## src/rtl/pm1_stim_sequencer_if.sv

```systemverilog
// Handshake and stimulus bus between the pm1 stimulus sequencer and its environment.
// The master modport is the sequencer: it accepts vectors, drives pi_bus, and returns results.
`timescale 1ns/1ps
interface pm1_stim_sequencer_if #(
  parameter int unsigned TAG_W = 8
) ();
  logic             in_valid;
  logic             in_ready;
  logic [15:0]      in_vec;
  logic [15:0]      pi_bus;
  logic [12:0]      po_bus;
  logic             out_valid;
  logic             out_ready;
  logic [12:0]      out_vec;
  logic [TAG_W-1:0] out_tag;

  modport master (
    input  in_valid, in_vec, po_bus, out_ready,
    output in_ready, pi_bus, out_valid, out_vec, out_tag
  );

  modport slave (
    output in_valid, in_vec, po_bus, out_ready,
    input  in_ready, pi_bus, out_valid, out_vec, out_tag
  );
endinterface

```

## src/rtl/pm1_stim_sequencer.sv

```systemverilog
// Stimulus feeder for the combinational pm1 block: FIFO -> registered pi_bus (S1) ->
// pm1 -> registered result with sequence tag (S2) on a valid/ready interface.
`timescale 1ns/1ps
module pm1_stim_sequencer #(
  parameter int unsigned DEPTH = 4,
  parameter int unsigned TAG_W = 8
) (
  input  logic                       clk,
  input  logic                       rst_n,
  input  logic                       flush,
  pm1_stim_sequencer_if.master       bus,
  output logic [$clog2(DEPTH):0]     fill
);
  localparam int unsigned PtrW = $clog2(DEPTH);
  localparam int unsigned CntW = PtrW + 1;

  logic [15:0]      mem_q [DEPTH];
  logic [PtrW-1:0]  wr_ptr_q, wr_ptr_d;
  logic [PtrW-1:0]  rd_ptr_q, rd_ptr_d;
  logic [CntW-1:0]  cnt_q, cnt_d;
  logic             s1_v_q, s1_v_d;
  logic [15:0]      pi_q, pi_d;
  logic             out_valid_q, out_valid_d;
  logic [12:0]      out_vec_q, out_vec_d;
  logic [TAG_W-1:0] out_tag_q, out_tag_d;
  logic [TAG_W-1:0] tag_q, tag_d;

  logic in_ready;
  logic push, pop, s2_adv;

  // Handshake decode; flush suppresses every transfer into or out of FIFO/S1 that cycle,
  // which also drops the in-flight S1 vector instead of letting it reach S2.
  always_comb begin
    in_ready = (cnt_q != CntW'(DEPTH));
    push     = bus.in_valid & in_ready & ~flush;
    s2_adv   = s1_v_q & (~out_valid_q | bus.out_ready) & ~flush;
    pop      = (cnt_q != '0) & (~s1_v_q | s2_adv) & ~flush;
  end

  // Next-state for FIFO pointers/count, S1 and S2.
  always_comb begin
    wr_ptr_d    = wr_ptr_q;
    rd_ptr_d    = rd_ptr_q;
    cnt_d       = cnt_q;
    s1_v_d      = s1_v_q;
    pi_d        = pi_q;
    out_valid_d = out_valid_q;
    out_vec_d   = out_vec_q;
    out_tag_d   = out_tag_q;
    tag_d       = tag_q;

    if (flush) begin
      // pi_bus keeps its value; only occupancy is discarded.
      rd_ptr_d = wr_ptr_q;
      cnt_d    = '0;
      s1_v_d   = 1'b0;
    end else begin
      if (push) wr_ptr_d = wr_ptr_q + PtrW'(1);
      if (pop) begin
        rd_ptr_d = rd_ptr_q + PtrW'(1);
        pi_d     = mem_q[rd_ptr_q];
        s1_v_d   = 1'b1;
      end else if (s2_adv) begin
        s1_v_d = 1'b0;
      end
      cnt_d = cnt_q + CntW'(push) - CntW'(pop);
    end

    if (s2_adv) begin
      out_vec_d   = bus.po_bus;
      out_tag_d   = tag_q;
      out_valid_d = 1'b1;
      tag_d       = tag_q + TAG_W'(1);
    end else if (out_valid_q && bus.out_ready) begin
      out_valid_d = 1'b0;
    end
  end

  // FIFO storage; contents are don't-care until written, so no reset.
  always_ff @(posedge clk) begin
    if (push) mem_q[wr_ptr_q] <= bus.in_vec;
  end

  // Control and pipeline state.
  always_ff @(posedge clk or negedge rst_n) begin
    if (!rst_n) begin
      wr_ptr_q    <= '0;
      rd_ptr_q    <= '0;
      cnt_q       <= '0;
      s1_v_q      <= 1'b0;
      pi_q        <= '0;
      out_valid_q <= 1'b0;
      out_vec_q   <= '0;
      out_tag_q   <= '0;
      tag_q       <= '0;
    end else begin
      wr_ptr_q    <= wr_ptr_d;
      rd_ptr_q    <= rd_ptr_d;
      cnt_q       <= cnt_d;
      s1_v_q      <= s1_v_d;
      pi_q        <= pi_d;
      out_valid_q <= out_valid_d;
      out_vec_q   <= out_vec_d;
      out_tag_q   <= out_tag_d;
      tag_q       <= tag_d;
    end
  end

  // Output drive straight from registers.
  always_comb begin
    bus.in_ready  = in_ready;
    bus.pi_bus    = pi_q;
    bus.out_valid = out_valid_q;
    bus.out_vec   = out_vec_q;
    bus.out_tag   = out_tag_q;
    fill          = cnt_q;
  end
endmodule

```

## src/flat_wrapper.sv

```systemverilog
// flat-port wrapper written by rule: the top's interface ports become plain ports
module pm1_stim_sequencer_flat 
#(
  parameter int unsigned DEPTH = 4,
  parameter int unsigned TAG_W = 8
)
  (clk, rst_n, flush, fill, bus_in_valid, bus_in_vec, bus_po_bus, bus_out_ready, bus_in_ready, bus_pi_bus, bus_out_valid, bus_out_vec, bus_out_tag);
  pm1_stim_sequencer_if #(.TAG_W(TAG_W)) bus_i ();
  input  logic clk;
  input  logic rst_n;
  input  logic flush;
  output logic [$clog2(DEPTH):0] fill;
  input wire logic [$bits(bus_i.in_valid)-1:0] bus_in_valid;
  input wire logic [$bits(bus_i.in_vec)-1:0] bus_in_vec;
  input wire logic [$bits(bus_i.po_bus)-1:0] bus_po_bus;
  input wire logic [$bits(bus_i.out_ready)-1:0] bus_out_ready;
  output wire logic [$bits(bus_i.in_ready)-1:0] bus_in_ready;
  output wire logic [$bits(bus_i.pi_bus)-1:0] bus_pi_bus;
  output wire logic [$bits(bus_i.out_valid)-1:0] bus_out_valid;
  output wire logic [$bits(bus_i.out_vec)-1:0] bus_out_vec;
  output wire logic [$bits(bus_i.out_tag)-1:0] bus_out_tag;
  assign bus_i.in_valid = bus_in_valid;
  assign bus_i.in_vec = bus_in_vec;
  assign bus_i.po_bus = bus_po_bus;
  assign bus_i.out_ready = bus_out_ready;
  assign bus_in_ready = bus_i.in_ready;
  assign bus_pi_bus = bus_i.pi_bus;
  assign bus_out_valid = bus_i.out_valid;
  assign bus_out_vec = bus_i.out_vec;
  assign bus_out_tag = bus_i.out_tag;
  pm1_stim_sequencer #(.DEPTH(DEPTH), .TAG_W(TAG_W)) u_core (.clk(clk), .rst_n(rst_n), .flush(flush), .bus(bus_i), .fill(fill));
endmodule
```

## config.mk

```make
export PLATFORM = sky130hd
export DESIGN_NAME = pm1_stim_sequencer_flat
export DESIGN_NICKNAME = d
export VERILOG_FILES = /design/src/rtl/pm1_stim_sequencer_if.sv /design/src/rtl/pm1_stim_sequencer.sv /design/src/flat_wrapper.sv
export SDC_FILE = /design/constraint.sdc
export NUM_CORES = 1
export LEC_CHECK = 0
export CORE_MARGIN = 4
export CORE_UTILIZATION = 59
export CTS_BUF_LIST = sky130_fd_sc_hd__clkbuf_8
export DETAILED_ROUTE_END_ITERATION = 8
export HOLD_SLACK_MARGIN = 0.03
export PLACE_DENSITY = 0.85
export SYNTH_ARGS = -nofsm -noshare
export SYNTH_HDL_FRONTEND = slang
export SYNTH_SLANG_ARGS = --single-unit
```

## constraint.sdc

```tcl
create_clock -name clk -period 4 [get_ports clk]
set_clock_uncertainty 0.15 [all_clocks]
set_input_delay 1 -clock clk [delete_from_list [all_inputs] [get_ports clk]]
set_output_delay 1 -clock clk [all_outputs]
set_load 0.02 [all_outputs]
```

=== Word-level counts from Yosys, hierarchy flattened ===
Memory sizes are Yosys's and may differ from the RTL's. A register that Yosys moved wholly into a read port is not among the register bits.
Index checks and enable logic that the tools add are counted.

* Register bits: 38
* Bits in writable memories: 64
* Input bits: 34
* Output and inout bits: 42
* Word-level logic and storage cells: 44
* Memories: 1

* Add/sub/neg operators: 5
* Equality and inequality tests: 1
* Mux-type cells: 10
* Bitwise operators: 11
* Reductions and logical operators: 8

{| class="wikitable"
|+ Memory list
! name !! words !! bits a word !! rd ports !! clocked after memory_dff !! write ports !! RTL line !! text
|-
| u_core.mem_q || 4 || 16 || 1 || 1 || 1 || pm1_stim_sequencer.sv:17 || <nowiki>logic [15:0] mem_q [DEPTH];</nowiki>
|}

{| class="wikitable"
|+ Operators by type and width
! operator !! count
|-
| adder 8 x 1 -> 8 bit (second input constant) || 1
|-
| 2-to-1 mux 1 bit || 7
|-
| AND 1 bit || 6
|-
| nonzero test 3 bit || 2
|-
| adder 2 x 1 -> 2 bit (second input constant) || 2
|-
| 2-to-1 mux 2 bit || 2
|-
| AND reduction 2 bit || 2
|-
| nonzero test 2 bit || 2
|-
| adder 3 x 1 -> 3 bit || 1
|-
| 2-to-1 mux 3 bit || 1
|-
| != test 3 bit (second input constant) || 1
|-
| NOT 1 bit || 3
|-
| subtractor 3 x 1 -> 3 bit || 1
|-
| OR 1 bit || 2
|-
| logical AND 1 bit || 1
|-
| zero test 1 bit || 1
|}

=== Longest topological paths before layout ===
Gate-level depths: netlist of run 1.

* Word-level depth: 9
* Depth in mapped cells: 12
* Gate-level depth less buffers: 11

=== Worst setup path after synthesis of run 1 ===
Ideal clock, no wire load.

* Path type: input port to flip-flop
* Start point: in bus_out_ready
* End point: reg u_core.cnt_q[2], in the netlist u_core.fill[2]
* Library setup time: 0.119 ns
* Arrival: 2.725 ns
* Data required time: 3.731 ns
* Path slack: 1.006 ns
* Stages on the path: 12
* Path buffers: 1
* Cells stage by stage: nand3b_1 -> nand2_4 -> nor2_4 -> buf_8 -> ha_1 -> inv_1 -> ha_1 -> inv_1 -> fa_1 -> xor2_1 -> xnor2_1 -> nor2_1

* Word-level cells in the longest chain between the ends: 8

{| class="wikitable"
|+ RTL lines
! what !! RTL line !! text
|-
| from (decl) || flat_wrapper.sv:16 || <nowiki>input wire logic [$bits(bus_i.out_ready)-1:0] bus_out_ready;</nowiki>
|-
| OR 1 bit || pm1_stim_sequencer.sv:36 || <nowiki>s2_adv = s1_v_q & (~out_valid_q | bus.out_ready) & ~flush;</nowiki>
|-
| AND 1 bit (2 in a row) || pm1_stim_sequencer.sv:36 ||
|-
| OR 1 bit || pm1_stim_sequencer.sv:37 || <nowiki>pop = (cnt_q != '0) & (~s1_v_q | s2_adv) & ~flush;</nowiki>
|-
| AND 1 bit (2 in a row) || pm1_stim_sequencer.sv:37 ||
|-
| subtractor 3 x 1 -> 3 bit || pm1_stim_sequencer.sv:66 || <nowiki>cnt_d = cnt_q + CntW'(push) - CntW'(pop);</nowiki>
|-
| 2-to-1 mux 3 bit || pm1_stim_sequencer.sv:52 || <nowiki>if (flush) begin</nowiki>
|-
| net u_core.cnt_d[2] || pm1_stim_sequencer.sv:20 || <nowiki>logic [CntW-1:0] cnt_q, cnt_d;</nowiki>
|-
| to (signal assigned) || pm1_stim_sequencer.sv:99 || <nowiki>cnt_q <= cnt_d;</nowiki>
|-
| to (decl) || pm1_stim_sequencer.sv:20 ||
|}

The timed path passes the listed nets, and every way through them passes these cells.
A chain may end at the register's enable or synchronous reset.

=== Worst setup path in the final report of run 1 ===
Ends and elaborated chain as after synthesis.

==> results by group, run 1 <==
CTS
  • CTS tree: done
  • PostCTS Resize Cnt: 0
  • Cts bufs inserted: 17
  • CTS root buffer: clkbuf_8
  • Clock sink count: 118
  • Number of H-tree levels: 4
  • Post-CTS Setup Bufs: 0
  • Worst skew pair latency: 0.41 ns
  • CTS max path bufs: 2
  • Hold buffers post-CTS: 0
  • Clock slew seen by the registers of the worst setup and hold paths: 0.06 ns

Floorplanning
  • Floorplan Core Area: approximately 7700 um2
  • Die area: 9370 um2
  • Die Wd: 96.8 um
  • Die H: 96.8 um
  • Starting Density: 60.5%
  • Row cnt: 32
  • Boundary Pins: 76

Logic synthesis
  • Sequential share of the synthesized area: between 70% and 80%
  • Post-synth EDFFs: 64
  • Async S/R FF share, synth: 45.8%
  • Top cells by area, synth: edfxtp_1, dfrtp_1, mux2_2
  • Post-Synthesis Cell Area: 4650 um2
  • #FFs+latches synth: 118
  • Syn_nets: between 200 and 300
  • Post-Syn Instances: 242
  • Top FF cell, synth: edfxtp_1
  • Count of cell types in the netlist: 32
  • Area share of the largest cell type after synthesis: 41.3%
  • Syn. warnings: 0
  • Largest area contributor in the netlist: edfxtp_1
  • Post-Syn Area per Cell: 19.2 um2
  • Top-count cell post-synth: edfxtp_1
  • Commonest cells in the netlist: edfxtp_1, dfrtp_1, mux2_2, mux2_4

Power
  • P_leak: between 2 and 2.5 nW
  • Pwr Total: 4.33 mW
  • P per Cell Area: between 700 and 800 nW/um2
  • Worst IR Drop VDD: 0.360 mV

Placement
  • Port-buffer cells: 75
  • Post-Place Worst Slack: 0.654 ns
  • DP Area: between 5000 and 6000 um2
  • GPL Wtd Cong: 0.709
  • Placed wire-length estimate: 5490 um

Drt
  • Pre-antenna DRT Iters: 4
  • DRC violations left: 0
  • DR vias: 2400
  • Routed Antenna Nets: 0
  • First DRT Iteration DRCs: 94
  • Final wirelength: between 8000 and 9000 um
  • Vias per cell: 5.36
  • Routed WL per cell: 18.1 um

Finish
  • Nets: 375
  • Design Area, Final: approximately 6000 um2
  • Final Util: 76.4%
  • Area grow syn2layout: 26.3%
  • Share of cells above drive strength 1: roughly a quarter
  • ANT cells: 0
  • Register area: 3270 um2
  • Fillers: around 450
  • Multi-input gate area: 1280 um2

STA
  • Period utilization: 73.3%
  • Fin. Hold Viols: 0
  • Setup ws final: 1.07 ns
  • Worst-Margin Slew: 1.02 ns
  • Peak Freq: 341 MHz
  • Minimum clock period: ~3 ns
  • Relative slew slack: around a third
  • Final setup fails: 0
  • Setup_tns: 0 ns
  • Final Max Slew Viols: 0
  • RSZ-0062 raised after global routing: false

GRT
  • First-pass GRT wire length: about 13000 um
  • Met1 GRT Util: 23.0%
  • Most Used Layer, Global Route: met2
  • Grt met3 use: under 10%
  • GRT Residual Overflow: 0
  • Total GRT Usage: a little under a fifth
  • Initial antenna violation count: 0
  • GR Layer Usage met2: 30.5%
  • Pin count of the biggest net entering global routing: 33
  • Vias in the first global route: 2552

Critical path
  • Worst Path Max Fanout: 2
  • WP data arrival: 3.07 ns
  • Kind of end point of the critical path: register
  • CP Class: in -> reg
  • RR Startpoint: u_core.fill[1]
  • Register-to-register setup slack: 1.45 ns
  • Worst r2r dst: u_core.fill[2]
  • Req. time, crit path: 4.13 ns
  • Startpoint Class: primary input
  • Reg2Reg Depth: 11

Worst hold path
  • HP Start: u_core.tag_q[7]
  • Hold Crit Depth: 1
  • Hold Path End: u_core.tag_q[7]
  • Worst hold path class: reg -> reg

Status
  • Status: finished, final reports clean

Run
  • Max cap viols: 0
## flip-flops by register name (all words and copies together), names as in the netlist, 2 cells and up
signal and cells:
u_core.mem_q 64, u_core.tag_q 8, u_core.rd_ptr_q 2, u_core.fill 3
u_core.bus.pi_bus 16, u_core.bus.out_tag 8, u_core.wr_ptr_q 2, u_core.bus.out_vec 13
## cell families (layout without fill, tap and decap cells)
| kind of cell | count (synthesis) | after routing | share of synthesized area [%] |
|---|---|---|---|
| muxes | 55 | 55 | 18.6 |
| and+or+nand+nor | 31 | 31 | 3.98 |
| AOI/OAI and AO/OA | 3 | 3 | 0.323 |
| xor gates and xnor gates | 12 | 12 | 2.26 |
| DFF | 118 | 118 | 70.4 |
| buffers and inverters | 15 | 119 | 2.21 |
| adders and majority gates | 8 | 8 | 2.31 |
## where the power goes
group	internal [mW]	switching (mW)	total [mW]
Sequential	1.59	0.245	1.84
Clock	0.596	0.425	1.02
Combinational	0.839	0.638	1.48
Total	3.03	1.31	4.33
## routing by layer
| metal | routed length (um) | part of all wire, % |
|---|---|---|
| met5 | 0 | 0 |
| met4 | 107 | 1.3 |
| met3 | 530 | 6.6 |
| met2 | 4150 | 51 |
| met1 | 3300 | 41 |
## area by class of cell
cell class / instances / area share, %
clock inverter: 15 / 2.49
multi-input combinational: 109 / 21.8
tap: 102 / 2.17
inverter: 5 / 0.319
sequential: 118 / 55.7
clock buffer: 17 / 3.98
timing repair buffer: 82 / 13.6
## critical path: stages
cell and delay [ns]:
clkdlybuf4s50_1 0.43, nand3b_1 0.23, nand2_4 0.11, nor2_4 0.03, ha_1 0.27, inv_1 0.05
ha_1 0.14, inv_1 0.05, fa_1 0.37, xor2_1 0.18, xnor2_1 0.14, nor2_1 0.05
## through the flow
stage	hold WS, ns	cells
6_report	0.319	448
5_1_grt	0.368	448
4_1_cts	0.331	448
3_5_place_dp	0.310	416
3_3_place_gp	0.310	416
2_1_floorplan	0.290	242
## how the worst max path moves through the flow
| stage | from | to | cells past startpoint |
|---|---|---|---|
| after floorplan | bus_out_ready | u_core.fill[2] | 12 |
| after global placement | bus_out_ready | u_core.fill[2] | 12 |
| after detailed placement | bus_out_ready | u_core.fill[2] | 12 |
| after CTS | bus_out_ready | u_core.fill[2] | 12 |
| after global routing | bus_out_ready | u_core.fill[2] | 12 |
| final | bus_out_ready | u_core.fill[2] | 12 |
## layout by cell type (no fill, tap or decap), drive strengths merged, types with 2 or more instances in the layout
cell / n
clkdlybuf4s50: 74
dfrtp: 54
nand2b: 2
buf: 8
o21ai: 2
clkbuf: 17
ha: 7
nor2: 6
nand4: 2
and2: 6
xnor2: 8
clkinv: 8
edfxtp: 64
nand2: 5
nor2b: 2
inv: 8
nand3: 4
bufinv: 3
mux2: 39
mux4: 16
xor2: 4
Power figures use the tool's default switching activity.
==> run 2, diff against run 1 <==
- CORE_UTILIZATION: 59 -> 55
- PLACE_DENSITY: 0.85 -> 0.8
- clock period: 4 -> 2.8 ns (I/O delays scaled with it)
==> run 2 against run 1 <==
Compared with the run above: global-route usage is 0.45 points lower; first-iteration DRC count is 38% higher; via count is 1.9% higher; worst setup slack worse by 0.86 ns; register-to-register slack worse by 1.2 ns; non-clock buffer count is 9 higher; final cell count is 2.7% higher; die area is 6.7% higher; design area is 2.7% higher; highest routed layer unchanged.
==> results by group, run 2 (synthesis results as in run 1) <==
CTS
  • Number of H-tree levels: 4 (unchanged)
  • Hold buffers post-CTS: 0 (unchanged)
  • PostCTS Resize Cnt: 0 (unchanged)
  • CTS max path bufs: 2 (unchanged)
  • Cts bufs inserted: 17 (unchanged)
  • CTS root buffer: clkbuf_8
  • Worst skew pair latency: 0.42 ns (about the same)
  • CTS tree: done
  • Post-CTS Setup Bufs: 0 (unchanged)
  • Clock sink count: 118 (unchanged)
  • Clock slew seen by the registers of the worst setup and hold paths: 0.07 ns (about the same)

Finish
  • Reg with most FFs: u_core.mem_q
  • Commonest cells after routing, fill and taps aside: clkdlybuf4s50_1, edfxtp_1, dfrtp_1, mux2_2, clkbuf_8
  • Max reg flops: 64 (unchanged)
  • Multi-input gate area: 1280 um2 (unchanged)
  • ANT cells: 0 (unchanged)
  • Fillers: 512 (+13%)
  • Share of cells above drive strength 1: 27.6% (+3.6 points)
  • Most common cell after layout, fill and taps aside: clkdlybuf4s50_1
  • Area grow syn2layout: 29.7%
  • Nets: 384 (+2.4%)
  • Register area: 3270 um2 (unchanged)

STA
  • Period utilization: 92.6%
  • Worst-Margin Slew: 0.839 ns (-0.180 ns)
  • Relative slew slack: 44.0% (+12 points)
  • Fin. Hold Viols: 0 (unchanged)
  • Final setup fails: 0 (unchanged)
  • Setup ws final: 0.208 ns (-0.859 ns)
  • Setup_tns: 0 ns (unchanged)
  • Minimum clock period: between 2 and 3 ns
  • Final Max Slew Viols: 0 (unchanged)
  • Final hold slack: 0.258 ns (-0.0606 ns)
  • RSZ-0062 raised after global routing: false
  • Peak Freq: just under 400 MHz

Power
  • Clock power frac: 23.4% (about the same)
  • P per Cell Area: 1050 nW/um2 (+42%)
  • Internal power: 4.35 mW (+44%)
  • P_leak: 2.33 nW (+1.9%)
  • Worst IR Drop VDD: 0.514 mV (+43%)
  • Gate power share: 35.5% (+1.4 points)
  • Sw Share: 31.1% (+0.96 points)
  • Register share of total power: 41.1% (-1.3 points)
  • Psw: 1.96 mW (+50%)

Placement
  • Port-buffer cells: 75 (unchanged)
  • GPL Wtd Cong: 0.719 (+1.5%)
  • Placed wire-length estimate: 5350 um (-2.5%)
  • Post-Place Worst Slack: -0.218 ns (-0.872 ns)

Floorplanning
  • Boundary Pins: 76 (unchanged)
  • Die H: 100 um (+3.3%)
  • Die Wd: 100 um (+3.3%)
  • Floorplan Core Area: 8220 um2 (+6.9%)
  • Die area: 9990 um2 (+6.7%)
  • Starting Density: 56.6% (-3.9 points)
  • Row cnt: 33 (+3.1%)

Critical path
  • Req. time, crit path: 2.96 ns (-1.17 ns)
  • Startpoint Class: primary input
  • CP Class: in -> reg
  • Kind of end point of the critical path: register
  • Worst Path Max Fanout: 2 (unchanged)
  • WP data arrival: 2.75 ns (-0.32 ns)

Drt
  • Routed WL per cell: 17.6 um (-2.5%)
  • Vias per cell: 5.32 (-0.74%)
  • DRC violations left: 0 (unchanged)
  • Final wirelength: 8100 um (+0.16%)
  • Routed Antenna Nets: 0 (unchanged)
  • Pre-antenna DRT Iters: 4 (unchanged)
  • DR vias: 2446 (+1.9%)
  • First DRT Iteration DRCs: 130 (+38%)

GRT
  • Total GRT Usage: 18.3% (-0.45 points)
  • First-pass GRT wire length: 13400 um (+0.52%)
  • Initial antenna violation count: 0 (unchanged)
  • GRT Residual Overflow: 0 (unchanged)
  • Vias in the first global route: 2753 (+7.9%)
  • Pin count of the biggest net entering global routing: 55 (+67%)

Status
  • Status: finished, final reports clean

Run
  • Max cap viols: 0 (unchanged)

Worst hold path
  • Worst hold path class: in -> async
## run 2: changes by cell type in the layout (fill, tap and decap cells not counted), sizes merged
cell	previous run	this run
clkinvlp	1	6
bufinv	3	2
inv	8	9
buf	8	17
clkinv	8	3
## run 2: final cells by class
cell class,count,share of cell area [%]
clock inverters,15,2.59
clock buffers,17,3.88
repair buffers,91,15.6
flip-flops and latches,118,54.3
multi-input cells,109,21.2
well taps,105,2.18
inverters,5,0.311
## run 2: metrics by stage
step / utilization, % / power [mW] / instance area, um2 / instances
finish: 73.4 / 6.31 / 6030 / 460
global route: 73.4 / 6.67 / 6030 / 460
CTS: 73.4 / 6.40 / 6030 / 460
detailed placement: 68.7 / 4.90 / 5640 / 428
global placement: 68.7 / 4.82 / 5640 / 428
floorplan: - / 3.96 / 4650 / 242
## run 2: power groups by stage
stage               sequential [mW]  combinational [mW]  clock (mW)
floorplan                      2.83                1.13           0
global placement               2.60                2.22           0
detailed placement             2.63                2.28           0
CTS                            2.60                2.29        1.52
global route                   2.66                2.41        1.60
finish                         2.59                2.24        1.48
## run 2: worst max-delay path, stage by stage
cell and delay (ns):
clkdlybuf4s50_1 0.44, nand3b_1 0.24, nand2_4 0.11, nor2_4 0.03
ha_1 0.26, inv_1 0.05, ha_1 0.13, inv_1 0.05
fa_1 0.37, xor2_1 0.17, xnor2_1 0.14, nor2_1 0.05
## run 2: path summary, 6_finish.rpt
| check | slack, ns | startpoint | end | cells past startpoint |
|---|---|---|---|---|
| worst min register to register | 0.33 | u_core.tag_q[7] | u_core.tag_q[7] | 1 |
| worst max-delay path | 0.21 | bus_out_ready | u_core.fill[2] | 12 |
| worst min-delay path | 0.26 | rst_n | u_core.bus.out_vec[6] | 2 |
| worst max register to register | 0.29 | u_core.fill[1] | u_core.fill[2] | 11 |
| min in group clk | 0.33 | u_core.tag_q[7] | u_core.tag_q[7] | 1 |
| max in group asynchronous | 1.78 | rst_n | u_core.bus.pi_bus[8] | 2 |
## run 2: layer usage
metal / up-vias / GRT usage (%) / routed length, um
li1: 1112 / - / -
met1: 1243 / 22.3 / 3300
met2: 75 / 30.2 / 4180
met3: 16 / 5.98 / 494
met4: 0 / 7.46 / 123
met5: - / 0 / 0
==> run 3, diff against run 2 <==
--- a/config.mk
+++ b/config.mk
@@ -7,9 +7,10 @@
 export LEC_CHECK = 0
 export CORE_MARGIN = 4
-export CORE_UTILIZATION = 55
+export CORE_UTILIZATION = 30
 export CTS_BUF_LIST = sky130_fd_sc_hd__clkbuf_8
+export CTS_CLUSTER_SIZE = 28
 export DETAILED_ROUTE_END_ITERATION = 8
 export HOLD_SLACK_MARGIN = 0.03
-export PLACE_DENSITY = 0.8
+export PLACE_DENSITY = 0.48
 export SYNTH_ARGS = -nofsm -noshare
 export SYNTH_HDL_FRONTEND = slang
==> constraint.sdc (replaced) <==
create_clock -name clk -period 2.8 [get_ports clk]
set_clock_uncertainty 0.15 [all_clocks]
set_input_delay 0.28 -clock clk [delete_from_list [all_inputs] [get_ports clk]]
set_output_delay 0.28 -clock clk [all_outputs]
set_load 0.02 [all_outputs]
==> run 3 against run 2 <==
Compared with the run above: register-to-register slack improved by 0.03 ns; sequential power shrank 3%; total power rose by 1.5%; critical path type is now reg -> reg; design area up 1.0%; hold slack worse by 0.028 ns; final cell count is 17% higher; fmax is 4.4% higher; non-clock buffer count shrank 3; clock-buffer cell count up 2; utilization shrank 33 points; clock power grew 8%; sequential cell count unchanged.
==> results by group, run 3 (synthesis results as in run 1) <==
Drt
  • Routed Antenna Nets: 0 (unchanged)
  • Pre-antenna DRT Iters: 4 (unchanged)
  • First DRT Iteration DRCs: 107 (-18%)
  • DR vias: 2392 (-2.2%)
  • DRC violations left: 0 (unchanged)
  • Routed WL per cell: 16.9 um (-4.2%)
  • Vias per cell: 4.43 (-17%)
  • Final wirelength: 9110 um (+12%)

CTS
  • CTS tree: done
  • Post-CTS Setup Bufs: 0 (unchanged)
  • Clock slew seen by the registers of the worst setup and hold paths: 0.07 ns (about the same)
  • Clock sink count: 118 (unchanged)
  • Number of H-tree levels: 4 (unchanged)
  • Cts bufs inserted: 17 (unchanged)
  • PostCTS Resize Cnt: 0 (unchanged)
  • CTS root buffer: clkbuf_8
  • CTS max path bufs: 2 (unchanged)
  • Hold buffers post-CTS: 1 (+1)
  • Worst skew pair latency: 0.43 ns (about the same)

Finish
  • Area grow syn2layout: 31.0%
  • Multi-input gate area: 1280 um2 (unchanged)
  • Fillers: 1423 (+180%)
  • Share of cells above drive strength 1: 27.0% (-0.62 points)
  • Nets: 381 (-0.78%)
  • Commonest cells after routing, fill and taps aside: clkdlybuf4s50_1, edfxtp_1, dfrtp_1, mux2_2, clkbuf_8
  • Register area: 3270 um2 (unchanged)
  • Reg with most FFs: u_core.mem_q
  • Most common cell after layout, fill and taps aside: clkdlybuf4s50_1
  • Max reg flops: 64 (unchanged)
  • ANT cells: 0 (unchanged)

STA
  • Minimum clock period: 2.48 ns (-0.110 ns)
  • Peak Freq: 403 MHz (+4.4%)
  • RSZ-0062 raised after global routing: false
  • Final Max Slew Viols: 0 (unchanged)
  • Worst-Margin Slew: 0.345 ns (-0.494 ns)
  • Relative slew slack: 76.9% (+33 points)
  • Setup_tns: 0 ns (unchanged)
  • Fin. Hold Viols: 0 (unchanged)
  • Final setup fails: 0 (unchanged)
  • Period utilization: 88.6% (-3.9 points)

Floorplanning
  • Die Wd: 133 um (+33%)
  • Row cnt: 45 (+36%)
  • Die area: 17600 um2 (+76%)
  • Floorplan Core Area: 15200 um2 (+85%)
  • Starting Density: 30.6% (-26 points)
  • Boundary Pins: 76 (unchanged)
  • Die H: 133 um (+33%)

Placement
  • Placed wire-length estimate: 5580 um (+4.3%)
  • Port-buffer cells: 75 (unchanged)
  • GPL Wtd Cong: 0.646 (-10%)

Status
  • Status: finished, final reports clean

Power
  • P per Cell Area: 1050 nW/um2 (+0.45%)
  • Pwr Total: 6.40 mW (+1.5%)
  • Worst IR Drop VDD: 0.425 mV (-17%)
  • P_leak: 2.33 nW (-0.12%)

GRT
  • GRT Residual Overflow: 0 (unchanged)
  • Vias in the first global route: 2564 (-6.9%)
  • First-pass GRT wire length: 14400 um (+7.1%)
  • Pin count of the biggest net entering global routing: 55 (unchanged)
  • Initial antenna violation count: 0 (unchanged)
  • Total GRT Usage: 11.1% (-7.1 points)

Critical path
  • Worst-path cell chain: or3_4 -> nand2_4 -> nor2_4 -> ha_1 -> inv_1 -> ha_1 -> inv_1 -> fa_1 -> xor2_1 -> xnor2_1 -> nor2_1
  • Worst Path Max Fanout: 4 (+2)
  • Req. time, crit path: 2.96 ns (about the same)
  • Kind of end point of the critical path: register
  • WP data arrival: 2.64 ns (-0.11 ns)
  • CP Class: reg -> reg
  • Crit-path slowest cell: or3_4
  • Startpoint Class: register
  • Critical Path Max Stage Delay: 0.43 ns (about the same)

Worst hold path
  • Worst hold path class: in -> async

Run
  • Max cap viols: 0 (unchanged)
[run 3: cell count changes in the layout (fill, tap and decap cells not counted), sizes merged]
cell,before,now
clkinv,3,5
inv,9,6
buf,17,13
bufinv,2,3
clkbuf,17,19
dlygate4sd3,0,1
clkinvlp,6,4
[run 3: layout make-up]
| type | count | share of cell area (%) |
|---|---|---|
| Clock buffer | 19 | 4.29 |
| Clock inverter | 13 | 2.57 |
| Inverter | 5 | 0.308 |
| Multi-Input combinational cell | 109 | 21.0 |
| Sequential cell | 118 | 53.7 |
| Tap cell | 188 | 3.86 |
| Timing Repair Buffer | 88 | 14.3 |
[run 3: per-stage QoR]
stage / cell area (um2) / hold WS (ns) / utilization (%) / std cells / worst slack, ns
after floorplan: 4650 / -0.166 / - / 242 / 0.144
after global placement: 5670 / 0.166 / 37.3 / 507 / 0.204
after detailed placement: 5670 / 0.162 / 37.3 / 507 / 0.182
after CTS: 6090 / 0.211 / 40.1 / 540 / 0.302
after global routing: 6090 / 0.234 / 40.1 / 540 / 0.185
final: 6090 / 0.230 / 40.1 / 540 / 0.318
[run 3: final timing paths]
check,cells past startpoint,start,end,slack [ns]
worst max-delay path,11,u_core.fill[0],u_core.fill[2],0.32
worst min-delay path,3,rst_n,u_core.bus.out_valid,0.23
worst max register to register,11,u_core.fill[0],u_core.fill[2],0.32
worst min register to register,1,u_core.tag_q[7],u_core.tag_q[7],0.32
max in group asynchronous,3,rst_n,u_core.bus.out_vec[3],2.01
min in group clk,1,u_core.tag_q[7],u_core.tag_q[7],0.32
[run 3: power by group]
part	switching (mW)	total (mW)	internal, mW	leakage (nW)
Sequential	0.228	2.50	2.27	1.25
Combinational	1.06	2.30	1.24	0.878
Clock	0.682	1.60	0.920	0.205
[run 3: routing by layer]
metal	vias to the layer above	routed length, um	global-route usage [%]
li1	1106	-	-
met1	1204	4150	13.6
met2	72	4260	17.4
met3	10	569	4.94
met4	0	134	4.50
met5	-	0	0
[run 3: worst max-delay path, delay by kind of cell, from the launching register on]
kind                       cells  cell delay, ns
DFF                            1            0.41
and+or+nand+nor                4            0.62
adders and majority gates      3            0.76
xor gates and xnor gates       2            0.31
buffers and inverters          2            0.11
